$ cat config.mk
export PLATFORM = sky130hd
export DESIGN_NAME = cmd_engine
export DESIGN_NICKNAME = d
export VERILOG_FILES = /design/src/rtl/cmd_engine.sv
export SDC_FILE = /design/constraint.sdc
export NUM_CORES = 1
export LEC_CHECK = 0
export CAP_MARGIN = 15
export CORE_MARGIN = 2
export CORE_UTILIZATION = 25
export CTS_CLUSTER_DIAMETER = 120
export DETAILED_ROUTE_END_ITERATION = 10
export PLACE_DENSITY = 0.49
export SYNTH_ARGS = -nofsm -noshare
export SYNTH_HDL_FRONTEND = slang
export SYNTH_SLANG_ARGS = --single-unit
$ cat constraint.sdc
create_clock -name clk -period 5.25 [get_ports clk]
set_input_delay 1.05 -clock clk [delete_from_list [all_inputs] [get_ports clk]]
set_output_delay 1.05 -clock clk [all_outputs]
set_load 0.05 [all_outputs]
$ cat src/rtl/cmd_engine.sv
// Command engine: parses opcode/argument bytes from the RX FIFO, drives PWM
// channels, the shutter and ADC requests, and queues replies into the TX FIFO.
module cmd_engine #(
    parameter int N_PWM          = 4,
    parameter int PWM_WIDTH      = 8,
    parameter int ADC_BYTES      = 4,
    parameter int TIMEOUT_CYCLES = 65535
) (
    input  logic                   clk,
    input  logic                   rst_n,
    input  logic [7:0]             rx_rdata,
    input  logic                   rx_rempty,
    output logic                   rx_rinc,
    output logic [7:0]             tx_wdata,
    output logic                   tx_winc,
    input  logic                   tx_wfull,
    output logic                   adc_sample,
    input  logic                   adc_busy,
    input  logic [8*ADC_BYTES-1:0] adc_data,
    output logic [2:0]             adc_channel,
    output logic [N_PWM-1:0]       pwm_out,
    output logic                   shutter_open
);

    localparam int TO_W  = $clog2(TIMEOUT_CYCLES + 1);
    localparam int IDX_W = (ADC_BYTES > 2) ? $clog2(ADC_BYTES) : 1;

    localparam logic [7:0] OP_GET_ADC    = 8'h01;
    localparam logic [7:0] OP_PWM_SET    = 8'h10;
    localparam logic [7:0] OP_PWM_EN     = 8'h11;
    localparam logic [7:0] OP_SHUT_OPEN  = 8'h20;
    localparam logic [7:0] OP_SHUT_CLOSE = 8'h21;
    localparam logic [7:0] OP_STATUS     = 8'h30;

    localparam logic [7:0] ERR_OPCODE  = 8'h01;
    localparam logic [7:0] ERR_TIMEOUT = 8'h02;
    localparam logic [7:0] ERR_CHANNEL = 8'h03;

    typedef enum logic [3:0] {
        IDLE, RD_OP, EVAL_OP, WAIT_ARG, RD_ARG, EVAL_ARG,
        ADC_START, ADC_WAIT, TX_ADC, TX_STATUS
    } state_e;

    state_e                 state_q, state_d;
    logic [7:0]             opcode_q, opcode_d;
    logic                   argIdx_q, argIdx_d;
    logic [7:0]             pwmChan_q, pwmChan_d;
    logic [TO_W-1:0]        timer_q, timer_d;
    logic [IDX_W-1:0]       byteIdx_q, byteIdx_d;
    logic [8*ADC_BYTES-1:0] adcBuf_q, adcBuf_d;
    logic [7:0]             errCount_q, errCount_d;
    logic [7:0]             lastErr_q, lastErr_d;
    logic                   shutter_q, shutter_d;
    logic [2:0]             adcChan_q, adcChan_d;
    logic [N_PWM-1:0]       enMask_q, enMask_d;
    logic [PWM_WIDTH-1:0]   shadow_q [N_PWM];
    logic [PWM_WIDTH-1:0]   shadow_d [N_PWM];
    logic [PWM_WIDTH-1:0]   duty_q   [N_PWM];
    logic [PWM_WIDTH-1:0]   cnt_q;
    logic [N_PWM-1:0]       pwm_q;
    logic                   errSet;
    logic [7:0]             errCode;

    always_comb begin
        state_d    = state_q;
        opcode_d   = opcode_q;
        argIdx_d   = argIdx_q;
        pwmChan_d  = pwmChan_q;
        timer_d    = timer_q;
        byteIdx_d  = byteIdx_q;
        adcBuf_d   = adcBuf_q;
        errCount_d = errCount_q;
        lastErr_d  = lastErr_q;
        shutter_d  = shutter_q;
        adcChan_d  = adcChan_q;
        enMask_d   = enMask_q;
        shadow_d   = shadow_q;
        errSet     = 1'b0;
        errCode    = 8'h00;
        rx_rinc    = 1'b0;
        tx_winc    = 1'b0;
        tx_wdata   = 8'h00;
        adc_sample = 1'b0;

        case (state_q)
            IDLE: begin
                if (!rx_rempty) state_d = RD_OP;
            end
            RD_OP: begin
                rx_rinc = 1'b1;
                state_d = EVAL_OP;
            end
            EVAL_OP: begin
                opcode_d  = rx_rdata;
                argIdx_d  = 1'b0;
                timer_d   = '0;
                byteIdx_d = '0;
                state_d   = IDLE;
                case (rx_rdata)
                    OP_GET_ADC, OP_PWM_SET, OP_PWM_EN: state_d = WAIT_ARG;
                    OP_SHUT_OPEN:  shutter_d = 1'b1;
                    OP_SHUT_CLOSE: shutter_d = 1'b0;
                    OP_STATUS:     state_d = TX_STATUS;
                    default: begin
                        errSet  = 1'b1;
                        errCode = ERR_OPCODE;
                    end
                endcase
            end
            WAIT_ARG: begin
                if (!rx_rempty) begin
                    state_d = RD_ARG;
                end else if (timer_q == TO_W'(TIMEOUT_CYCLES - 1)) begin
                    errSet  = 1'b1;
                    errCode = ERR_TIMEOUT;
                    state_d = IDLE;
                end else begin
                    timer_d = timer_q + TO_W'(1);
                end
            end
            RD_ARG: begin
                rx_rinc = 1'b1;
                state_d = EVAL_ARG;
            end
            EVAL_ARG: begin
                timer_d = '0;
                state_d = IDLE;
                case (opcode_q)
                    OP_GET_ADC: begin
                        adcChan_d = rx_rdata[2:0];
                        state_d   = ADC_START;
                    end
                    OP_PWM_EN: enMask_d = rx_rdata[N_PWM-1:0];
                    OP_PWM_SET: begin
                        // First argument is the channel; the duty byte is always consumed.
                        if (!argIdx_q) begin
                            pwmChan_d = rx_rdata;
                            argIdx_d  = 1'b1;
                            state_d   = WAIT_ARG;
                        end else if (pwmChan_q < 8'(N_PWM)) begin
                            for (int i = 0; i < N_PWM; i++) begin
                                if (pwmChan_q == 8'(i)) shadow_d[i] = PWM_WIDTH'(rx_rdata);
                            end
                        end else begin
                            errSet  = 1'b1;
                            errCode = ERR_CHANNEL;
                        end
                    end
                    default: ;
                endcase
            end
            ADC_START: begin
                adc_sample = 1'b1;
                if (adc_busy) state_d = ADC_WAIT;
            end
            ADC_WAIT: begin
                if (!adc_busy) begin
                    adcBuf_d  = adc_data;
                    byteIdx_d = '0;
                    state_d   = TX_ADC;
                end
            end
            TX_ADC: begin
                tx_wdata = adcBuf_q[8*byteIdx_q +: 8];
                if (!tx_wfull) begin
                    tx_winc = 1'b1;
                    if (byteIdx_q == IDX_W'(ADC_BYTES - 1)) state_d = IDLE;
                    else byteIdx_d = byteIdx_q + IDX_W'(1);
                end
            end
            TX_STATUS: begin
                tx_wdata = (byteIdx_q == '0) ? errCount_q : lastErr_q;
                if (!tx_wfull) begin
                    tx_winc = 1'b1;
                    if (byteIdx_q != '0) state_d = IDLE;
                    else byteIdx_d = byteIdx_q + IDX_W'(1);
                end
            end
            default: state_d = IDLE;
        endcase

        if (errSet) begin
            lastErr_d = errCode;
            if (errCount_q != 8'hFF) errCount_d = errCount_q + 8'd1;
        end
    end

    always_ff @(posedge clk) begin
        if (!rst_n) begin
            state_q    <= IDLE;
            opcode_q   <= 8'h00;
            argIdx_q   <= 1'b0;
            pwmChan_q  <= 8'h00;
            timer_q    <= '0;
            byteIdx_q  <= '0;
            adcBuf_q   <= '0;
            errCount_q <= 8'h00;
            lastErr_q  <= 8'h00;
            shutter_q  <= 1'b0;
            adcChan_q  <= 3'd0;
            enMask_q   <= '0;
            for (int i = 0; i < N_PWM; i++) shadow_q[i] <= '0;
        end else begin
            state_q    <= state_d;
            opcode_q   <= opcode_d;
            argIdx_q   <= argIdx_d;
            pwmChan_q  <= pwmChan_d;
            timer_q    <= timer_d;
            byteIdx_q  <= byteIdx_d;
            adcBuf_q   <= adcBuf_d;
            errCount_q <= errCount_d;
            lastErr_q  <= lastErr_d;
            shutter_q  <= shutter_d;
            adcChan_q  <= adcChan_d;
            enMask_q   <= enMask_d;
            shadow_q   <= shadow_d;
        end
    end

    // Active duty only reloads from the shadow at counter wrap, so no runt pulses.
    always_ff @(posedge clk) begin
        if (!rst_n) begin
            cnt_q <= '0;
            pwm_q <= '0;
            for (int i = 0; i < N_PWM; i++) duty_q[i] <= '0;
        end else begin
            cnt_q <= cnt_q + PWM_WIDTH'(1);
            for (int i = 0; i < N_PWM; i++) begin
                pwm_q[i] <= (cnt_q < duty_q[i]) && enMask_q[i];
                if (cnt_q == '1) duty_q[i] <= shadow_q[i];
            end
        end
    end

    assign pwm_out      = pwm_q;
    assign shutter_open = shutter_q;
    assign adc_channel  = adcChan_q;

endmodule
# Word-level counts from Yosys, hierarchy flattened

Memory sizes are Yosys's and may differ from the RTL's.
Index checks and enable logic that the tools add are counted.

Bitwise logic cells: 6
Order comparisons: 5
Mux-type cells: 53
Add/sub/neg operators: 4
Reduce and logical (&&, ||, !) cells: 31
Shifts and indexed selects: 1
Equal/unequal tests: 38

Operators by type and width:

| operator              | count |
|---|---|
| $mux 8                | 5 |
| $pmux 4 s10           | 1 |
| $mux 4                | 9 |
| $eq 8x5->1 const B    | 4 |
| $lt 8x8->1            | 4 |
| $mux 16               | 2 |
| $pmux 16 s2           | 1 |
| $shiftx 32x6->8       | 1 |
| $eq 8x1->1 const B    | 3 |
| $eq 8x6->1 const B    | 3 |
| $ne 2x2->1 const B    | 12 |
| $mux 2                | 11 |
| $reduce_and 5->1      | 4 |
| $add 16x1->16 const B | 1 |
| $add 8x1->8 const B   | 2 |
| $eq 16x16->1 const B  | 1 |
| $eq 4x3->1 const B    | 4 |
| $eq 8x2->1 const B    | 2 |
| $mux 1                | 16 |
| $pmux 8 s2            | 1 |
| $reduce_and 2->1      | 6 |
| $eq 4x2->1 const B    | 2 |
| $eq 4x4->1 const B    | 2 |
| $eq 8x8->1 const B    | 1 |
| other kinds (26)      | 40 |

Memories: 1
Input bits: 45
RAM bits: 32
Register bits after elaboration: 139
Logic and storage cells: 157

Memory list:

| name   | words | width | rd ports | clocked after Yosys merged registers in | write ports | RTL line | source |
|---|---|---|---|---|---|---|---|
| duty_q | 4     | 8     | 4        | 0                                       | 4           | 58       | `logic [PWM_WIDTH-1:0] duty_q [N_PWM];` |

# Logic depth before layout (Yosys ltp)

Gate-level depths: netlist (run 1).

Word-level depth: 6
Gate-level depth with buffers: 10
Depth with buffers taken out: 8

# Worst setup path after synthesis (run 1)

OpenSTA, ideal clock, no wires.

Path kind: reg2out
Start point: register byteIdx_q[0]
End point: output port tx_wdata[0]
Slack: 1.627 ns
Cell stages (with the launch flop): 7
Data arrival time: 2.573 ns
Required time: 4.200 ns
Cells stage by stage: dfxtp_1 > buf_1 > inv_1 > ha_1 > clkbuf_1 > mux2i_1 > a211oi_1

Longest elaborated chain between the ends: 3
Elaborated cells on any way between the ends: 4
Those cells by class: shift (1); mux (2); reduce/logical (1)

RTL lines:

| item                                                    | RTL line | source |
|---|---|---|
| start, declared                                         | 49       | `logic [IDX_W-1:0] byteIdx_q, byteIdx_d;` |
| start signal, assigned                                  | 209      | `byteIdx_q <= byteIdx_d;` |
| branches (longest 2 deep; another with $shiftx 32x6->8) | -        |  |
| $pmux 8 s2 *                                            | 85       | `case (state_q)` |
| end, declared                                           | 14       | `output logic [7:0] tx_wdata,` |

Every way passes the cells marked *.

# Final worst setup path (run 1)

Ends and elaborated chain as after synthesis.

==> impl_metrics.prom, run 1 <==
# TYPE chip_impl_metric gauge
chip_impl_info{name="outcome",value="finished, final reports clean"} 1
chip_impl_metric{name="synth-edff-count",unit=""} 32
chip_impl_metric{name="grt_antenna_before_repair",unit=""} 0
chip_impl_metric{name="die_x",unit="um"} 181
chip_impl_metric{name="crit_fanout",unit=""} 12
chip_impl_metric{name="drt_wl_total",unit="mm"} 19.1
chip_impl_metric{name="drv_slew",unit=""} 0
chip_impl_metric{name="cts.sink_count",unit=""} 165
chip_impl_metric{name="drt_drc_violations_left",unit=""} 0
chip_impl_metric{name="routed_wire_length_per_instance",unit="um"} 14.5
chip_impl_info{name="crit_start",value="byteIdx_q[0]"} 1
chip_impl_metric{name="synth-async-reset-ratio",unit="%"} 0
chip_impl_metric{name="grt_pass1_wl",unit="mm"} 31.0
chip_impl_metric{name="ir_worst_vdd",unit="uV"} 205
chip_impl_metric{name="gr_usage_total",unit="%"} 11.9
chip_impl_metric{name="gates_resized_cts_repair",unit=""} 0
chip_impl_info{name="r2r_startpoint",value="state_q[0]"} 1
chip_impl_metric{name="antenna_violating_nets_post_route",unit=""} 0
chip_impl_info{name="cp_cell_instances",value="inv_1 > ha_1 > mux2i_1 > a211oi_1 > clkdlybuf4s50_1"} 1
chip_impl_info{name="endpoint_kind",value="primary output"} 1
chip_impl_metric{name="critPathArrivalTime",unit="ns"} 2.92
chip_impl_metric{name="worstPathRequired",unit="ns"} 4.20
chip_impl_info{name="start_kind",value="register"} 1
chip_impl_metric{name="via_per_inst",unit=""} 4.48
chip_impl_metric{name="max_slew_margin",unit="%"} 33.4
chip_impl_metric{name="fmax",unit="GHz"} 0.252
chip_impl_info{name="hold_path_class",value="register to register"} 1
chip_impl_metric{name="dpl.hpwl",unit="mm"} 13.5
chip_impl_metric{name="top_level_ports",unit=""} 64
chip_impl_metric{name="slowest_delay",unit="ns"} 0.87
chip_impl_metric{name="gr-total-overflow",unit=""} 0
chip_impl_metric{name="setup_viol",unit=""} 0
chip_impl_metric{name="dp.cells",unit=""} 1285
chip_impl_info{name="hp-start",value="adcBuf_q[18]"} 1
chip_impl_metric{name="clk_pin_slew_worst_paths",unit="ns"} 0.07
chip_impl_metric{name="largest_net_degree_at_the_start_of_global_routing",unit=""} 49
chip_impl_metric{name="die_outline_area",unit="um^2"} 32600
chip_impl_metric{name="postSynthNetCount",unit=""} 948
chip_impl_metric{name="layout-drive-gt1-share",unit="%"} 6.62
chip_impl_info{name="worst-setup-path-type",value="register to primary output"} 1
chip_impl_metric{name="post_dp_cell_area",unit="um^2"} 8760
chip_impl_metric{name="detail_route.iter0.violations",unit=""} 288
chip_impl_info{name="grt_setup_unrepaired",value="no"} 1
chip_impl_metric{name="cp_num_buf_inv",unit=""} 2
chip_impl_metric{name="totalNegativeSetupSlack",unit="ns"} 0
chip_impl_metric{name="nNetsFinal",unit=""} 987
chip_impl_metric{name="fin_crit_sh",unit="%"} 75.7
chip_impl_metric{name="synth.distinct_cells",unit=""} 51
chip_impl_metric{name="final_cells",unit=""} 1318
chip_impl_metric{name="clk_path_buf_depth",unit=""} 2
chip_impl_metric{name="num_rows",unit=""} 64
chip_impl_metric{name="cts_inserted_buffers",unit=""} 17
chip_impl_metric{name="area_delta_synth_final",unit="%"} 20.0
chip_impl_metric{name="worst_pin_slew",unit="ns"} 0.997
chip_impl_metric{name="final.setup_skew",unit="ns"} 0.0160
chip_impl_metric{name="cts_max_level",unit=""} 4
chip_impl_info{name="timing.critical_path.slowest_stage_cell",value="clkdlybuf4s50_1"} 1
chip_impl_metric{name="netlist_instances",unit=""} 869
chip_impl_metric{name="mappedNetlistArea",unit="um^2"} 7790
chip_impl_metric{name="yosysWarnings",unit=""} 0
chip_impl_metric{name="power_density",unit="nW/um^2"} 304
chip_impl_metric{name="core_area",unit="um^2"} 30700
chip_impl_metric{name="insertion_delay",unit="ns"} 0.45
chip_impl_metric{name="synth_seq_cells",unit=""} 165
chip_impl_metric{name="grt_pass1_vias",unit=""} 5807
chip_impl_info{name="cts_tree",value="yes"} 1
chip_impl_metric{name="finalWeightedCongestion",unit=""} 0.791
chip_impl_metric{name="power_leakage",unit="nW"} 3.38
chip_impl_metric{name="cts_hold_repair.buffers",unit=""} 0
chip_impl_metric{name="postCtsSetupRepairBufs",unit=""} 0
chip_impl_metric{name="design_area",unit="um^2"} 9350
chip_impl_info{name="clock-root-buffer",value="clkbuf_16"} 1
chip_impl_info{name="synth_flop_cell",value="dfxtp_1"} 1
chip_impl_info{name="timing.critical_path.max_delay_family",value="buffers and inverters"} 1
chip_impl_metric{name="placement.io_buffers",unit=""} 63
chip_impl_metric{name="synth_seq_area_share",unit="%"} 46.5
chip_impl_metric{name="post_synth.cell_area_avg",unit="um^2"} 8.96
chip_impl_metric{name="final_core_utilization",unit="%"} 30.5
chip_impl_metric{name="final.min_clock_period",unit="ns"} 3.97
chip_impl_metric{name="initial_utilization",unit="%"} 25.4
chip_impl_metric{name="die_h",unit="um"} 181
chip_impl_metric{name="max_cap_viol_count",unit=""} 0
chip_impl_metric{name="hold_violations",unit=""} 0
chip_impl_metric{name="worst_hold_slack",unit="ns"} 0.453
chip_impl_metric{name="dr_total_vias",unit=""} 5906
chip_impl_metric{name="drt_pass1_iterations",unit=""} 4
cell families after synthesis:
family,Yosys count,synth area share (%)
AO/OA/AOI/OAI,122,9.25
XOR/XNOR,22,2.47
adder cells (fa/ha/maj),34,5.46
buffers and inverters,88,4.55
flip-flops,165,46.5
multiplexers,49,7.58
AND/OR/NAND/NOR,389,24.2
cells in the mapped netlist, types with 2 or more instances:
cell,n,area share [%]
a2111oi_4,2,0.71
a211oi_1,6,0.58
a21oi_1,84,5.4
a31oi_1,2,0.16
and2_1,36,2.9
and3_1,5,0.40
and4_1,3,0.34
buf_2,6,0.39
buf_6,2,0.29
clkbuf_1,40,1.9
dfxtp_1,133,34
edfxtp_1,32,12
ha_1,34,5.5
inv_1,38,1.8
mux2i_1,41,5.3
mux4_2,8,2.3
nand2_1,136,6.6
nand2b_1,17,1.4
nand3_1,34,2.2
nand3b_1,4,0.39
nand4_1,10,0.80
nor2_1,88,4.2
nor2b_1,6,0.48
nor3_1,19,1.2
nor3b_1,2,0.19
nor4_1,8,0.64
nor4b_1,3,0.34
o21ai_0,19,1.2
o41ai_1,2,0.22
or3_1,3,0.24
or4_1,5,0.48
or4_4,2,0.29
xnor2_1,20,2.2
xor2_1,2,0.22
state kept, by name (all words and copies together) (netlist names):
signal        cells
duty_q           32
argIdx_q          1
timer_q          16
adc_channel       3
state_q           4
pwm_out           4
opcode_q          8
errCount_q        8
shutter_open      1
shadow_q         32
adcBuf_q         32
pwmChan_q         8
lastErr_q         2
cnt_q             8
byteIdx_q         2
enMask_q          4
layout by cell type (no fill, tap or decap), types with 34 or more instances in the layout:
master | Yosys | final
inv_1 | 38 | 37
clkdlybuf4s50_1 | 0 | 63
nand3_1 | 34 | 34
nand2_1 | 136 | 136
and2_1 | 36 | 36
dfxtp_1 | 133 | 133
mux2i_1 | 41 | 41
ha_1 | 34 | 34
a21oi_1 | 84 | 84
nor2_1 | 88 | 87
power breakdown:
part | total [mW] | internal [mW] | switching, mW
logic | 0.218 | 0.0979 | 0.120
clock network | 1.27 | 0.676 | 0.595
registers | 1.35 | 1.31 | 0.0379
metrics by stage:
step | setup slack, ns | total power [mW]
global placement | 1.61 | 1.60
detailed placement | 1.57 | 1.60
finish | 1.28 | 2.84
global route | 1.06 | 2.95
CTS | 1.20 | 2.87
floorplan | 1.63 | 1.51
final timing paths:
path,slack (ns),cells past startpoint,endpoint
max,1.28,5,tx_wdata[0]
min,0.45,2,adcBuf_q[18]
max reg2reg,1.91,6,shadow_q[27]
min reg2reg,0.45,2,adcBuf_q[18]
worst register-to-register path, cell delays in order, from the launching register on:
cell and delay [ns]:
dfxtp_1 0.98, nand4bb_2 0.31, or4_4 0.54, nor4_4 0.51
and2b_1 0.57, mux2i_1 0.26, nor2_1 0.05
routing by layer:
metal  global-route usage [%]  vias to the layer above  wire length, um
met5                        0                        -                0
met4                     3.29                        0              213
met3                     3.50                       19              852
met2                     19.6                      100             8920
met1                     15.1                     2727             9130
li1                         -                     3060                -
area by class of cell:
class	instances	area, um^2
flip-flops and latches	165	3620
diodes	1	2.50
clock buffers	17	425
fillers	3226	21300
clock inverters	15	159
well taps	396	495
multi-input cells	616	3810
inverters	38	144
repair buffers	70	683
Power figures use the tool's default switching activity.
==> run 2, diff against run 1 <==
Clock period 5.25 ns to 3.9 ns, I/O delays scaled along.
==> impl_metrics.prom, run 2 (synthesized netlist as in run 1, its figures left out) <==
# TYPE chip_impl_metric gauge
chip_impl_info{name="outcome",value="finished, final reports clean"} 1
chip_impl_metric{name="power_leakage",unit="nW"} 3.45
chip_impl_info{name="start_kind",value="register"} 1
chip_impl_metric{name="gr_usage_total",unit="%"} 12.6
chip_impl_metric{name="routed_wire_length_per_instance",unit="um"} 14.9
chip_impl_metric{name="die_outline_area",unit="um^2"} 32600
chip_impl_metric{name="layout-drive-gt1-share",unit="%"} 7.72
chip_impl_metric{name="ir_worst_vdd",unit="uV"} 288
chip_impl_metric{name="drv_slew",unit=""} 0
chip_impl_metric{name="routed-wl-met2",unit="mm"} 9.33
chip_impl_metric{name="detail_route.iter0.violations",unit=""} 317
chip_impl_metric{name="max_cap_viol_count",unit=""} 0
chip_impl_metric{name="grt_pass1_wl",unit="mm"} 32.7
chip_impl_metric{name="p_comb_share",unit="%"} 8.2
chip_impl_metric{name="insertion_delay",unit="ns"} 0.43
chip_impl_metric{name="die_x",unit="um"} 181
chip_impl_metric{name="cts_inserted_buffers",unit=""} 17
chip_impl_metric{name="fin_crit_sh",unit="%"} 88.6
chip_impl_metric{name="drt_drc_violations_left",unit=""} 0
chip_impl_metric{name="clk_pin_slew_worst_paths",unit="ns"} 0.07
chip_impl_metric{name="cts_hold_repair.buffers",unit=""} 0
chip_impl_metric{name="m1WireLength",unit="mm"} 9.44
chip_impl_metric{name="dpl.hpwl",unit="mm"} 13.6
chip_impl_metric{name="clock_power_share",unit="%"} 44.4
chip_impl_metric{name="placement.io_buffers",unit=""} 63
chip_impl_metric{name="crit_fanout",unit=""} 14
chip_impl_metric{name="dr_total_vias",unit=""} 5976
chip_impl_metric{name="core_area",unit="um^2"} 30700
chip_impl_info{name="hp-start",value="shadow_q[14]"} 1
chip_impl_info{name="r2r_startpoint",value="state_q[0]"} 1
chip_impl_metric{name="antenna_cells_inserted",unit=""} 0
chip_impl_metric{name="via_per_inst",unit=""} 4.50
chip_impl_metric{name="clk_path_buf_depth",unit=""} 2
chip_impl_info{name="endpoint_kind",value="primary output"} 1
chip_impl_metric{name="hold_violations",unit=""} 0
chip_impl_info{name="mostFrequentLayoutCell",value="nand2_1"} 1
chip_impl_info{name="clock-root-buffer",value="clkbuf_16"} 1
chip_impl_metric{name="setup_viol",unit=""} 0
chip_impl_metric{name="nNetsFinal",unit=""} 999
chip_impl_metric{name="die_h",unit="um"} 181
chip_impl_metric{name="gr-total-overflow",unit=""} 0
chip_impl_metric{name="fmax",unit="GHz"} 0.289
chip_impl_metric{name="area_delta_synth_final",unit="%"} 21.2
chip_impl_metric{name="ff2ff_setup_slack",unit="ns"} 0.93
chip_impl_metric{name="postCtsSetupRepairBufs",unit=""} 0
chip_impl_info{name="most-common-layout-cells",value="nand2_1, dfxtp_1, nor2_1, a21oi_1, clkdlybuf4s50_1"} 1
chip_impl_metric{name="drt_wl_total",unit="mm"} 19.8
chip_impl_metric{name="seqPwrFrac",unit="%"} 47.4
chip_impl_metric{name="dp.cells",unit=""} 1297
chip_impl_metric{name="switching_share",unit="%"} 26.0
chip_impl_metric{name="net-switching-power",unit="mW"} 0.995
chip_impl_metric{name="critPathArrivalTime",unit="ns"} 2.67
chip_impl_metric{name="final.setup_skew",unit="ns"} 0.0132
chip_impl_info{name="whs_endpoint",value="shadow_q[14]"} 1
chip_impl_metric{name="worstHoldPathCells",unit=""} 2
chip_impl_metric{name="worstRegToRegCells",unit=""} 7
chip_impl_metric{name="grt_pass1_vias",unit=""} 6085
chip_impl_info{name="cts_tree",value="yes"} 1
chip_impl_info{name="reg.largest.list",value="adcBuf_q: 32 flops, duty_q: 32 flops, shadow_q: 32 flops"} 1
chip_impl_metric{name="drt_pass1_iterations",unit=""} 5
chip_impl_info{name="grt_setup_unrepaired",value="no"} 1
chip_impl_metric{name="grt_antenna_before_repair",unit=""} 1
chip_impl_metric{name="antenna_violating_nets_post_route",unit=""} 0
chip_impl_info{name="r2r-end",value="errCount_q[7]"} 1
chip_impl_metric{name="num_rows",unit=""} 64
chip_impl_info{name="route.top_layer_used",value="met4"} 1
chip_impl_metric{name="cts_max_level",unit=""} 4
chip_impl_metric{name="final_cells",unit=""} 1329
chip_impl_metric{name="power_density",unit="nW/um^2"} 405
chip_impl_metric{name="cts.sink_count",unit=""} 165
chip_impl_metric{name="max_slew_margin",unit="%"} 51.6
chip_impl_metric{name="totalNegativeSetupSlack",unit="ns"} 0
chip_impl_metric{name="largest_net_degree_at_the_start_of_global_routing",unit=""} 94
chip_impl_metric{name="initial_utilization",unit="%"} 25.4
chip_impl_metric{name="worst_pin_slew",unit="ns"} 0.722
chip_impl_metric{name="cellInternalPower",unit="mW"} 2.83
chip_impl_info{name="hold_path_class",value="register to register"} 1
chip_impl_metric{name="top_level_ports",unit=""} 64
chip_impl_metric{name="wl_met3",unit="um"} 899
chip_impl_metric{name="gates_resized_cts_repair",unit=""} 0
chip_impl_info{name="worst-setup-path-type",value="register to primary output"} 1
chip_impl_metric{name="final_core_utilization",unit="%"} 30.8
chip_impl_metric{name="finalWeightedCongestion",unit=""} 0.753
chip_impl_metric{name="worstPathRequired",unit="ns"} 3.12
chip_impl_metric{name="final.min_clock_period",unit="ns"} 3.45
-- run 2: changes by cell type in the layout (fill, tap and decap cells not counted), moves of 2 or more --
cell,delta
inv_4,+2
clkinv_4,+2
buf_4,+11
inv_8,-3
clkinvlp_4,-2
-- run 2: layer usage --
metal,up-vias,GRT usage [%]
li1,3076,-
met1,2794,16.1
met2,93,20.9
met3,13,3.31
met4,0,3.19
met5,-,0
-- run 2: area by class of cell --
class / count / area [um^2]
fillers: 3201 / 21200
multi-input cells: 616 / 3810
flip-flops and latches: 165 / 3620
repair buffers: 82 / 786
well taps: 396 / 495
clock buffers: 19 / 443
inverters: 38 / 144
clock inverters: 13 / 135
-- run 2: worst max-delay path by stage --
stage	startpoint	end	cells after the start
3_5_place_dp	rx_rdata[6]	errCount_q[3]	7
5_1_grt	state_q[2]	tx_wdata[0]	4
6_report	state_q[2]	tx_wdata[1]	4
2_1_floorplan	byteIdx_q[0]	tx_wdata[0]	6
3_3_place_gp	rx_rdata[6]	errCount_q[3]	7
4_1_cts	state_q[2]	tx_wdata[0]	4
-- run 2: power groups by stage --
stage	Sequential (mW)	Combinational, mW	Clock (mW)
after floorplan	1.83	0.210	0
final	1.81	0.314	1.70
after global placement	1.85	0.316	0
after global routing	1.82	0.348	1.81
after detailed placement	1.85	0.318	0
after CTS	1.81	0.319	1.73
-- run 2: worst max-delay path, stage by stage, from the launching register on --
cell	delay, ns
dfxtp_1	0.45
nor2_1	0.25
nand2_1	0.35
a211oi_1	0.34
clkdlybuf4s50_1	0.86
-- run 2: metrics by stage --
step                      hold slack (ns)  instance area (um^2)  power (mW)  setup slack (ns)
after floorplan                     0.427                  7790        2.03             0.547
after global placement              0.436                  8860        2.17             0.663
after detailed placement            0.441                  8860        2.17             0.596
after CTS                           0.449                  9440        3.86             0.384
after global routing                0.473                  9440        3.97             0.246
final                               0.447                  9440        3.82             0.445
==> run 3, diff against run 2 <==
Settings changed: SLEW_MARGIN set to 5.
==> results of run 3 <==
Same layout as run 2: the final DEF is identical, and so are final timing and power.
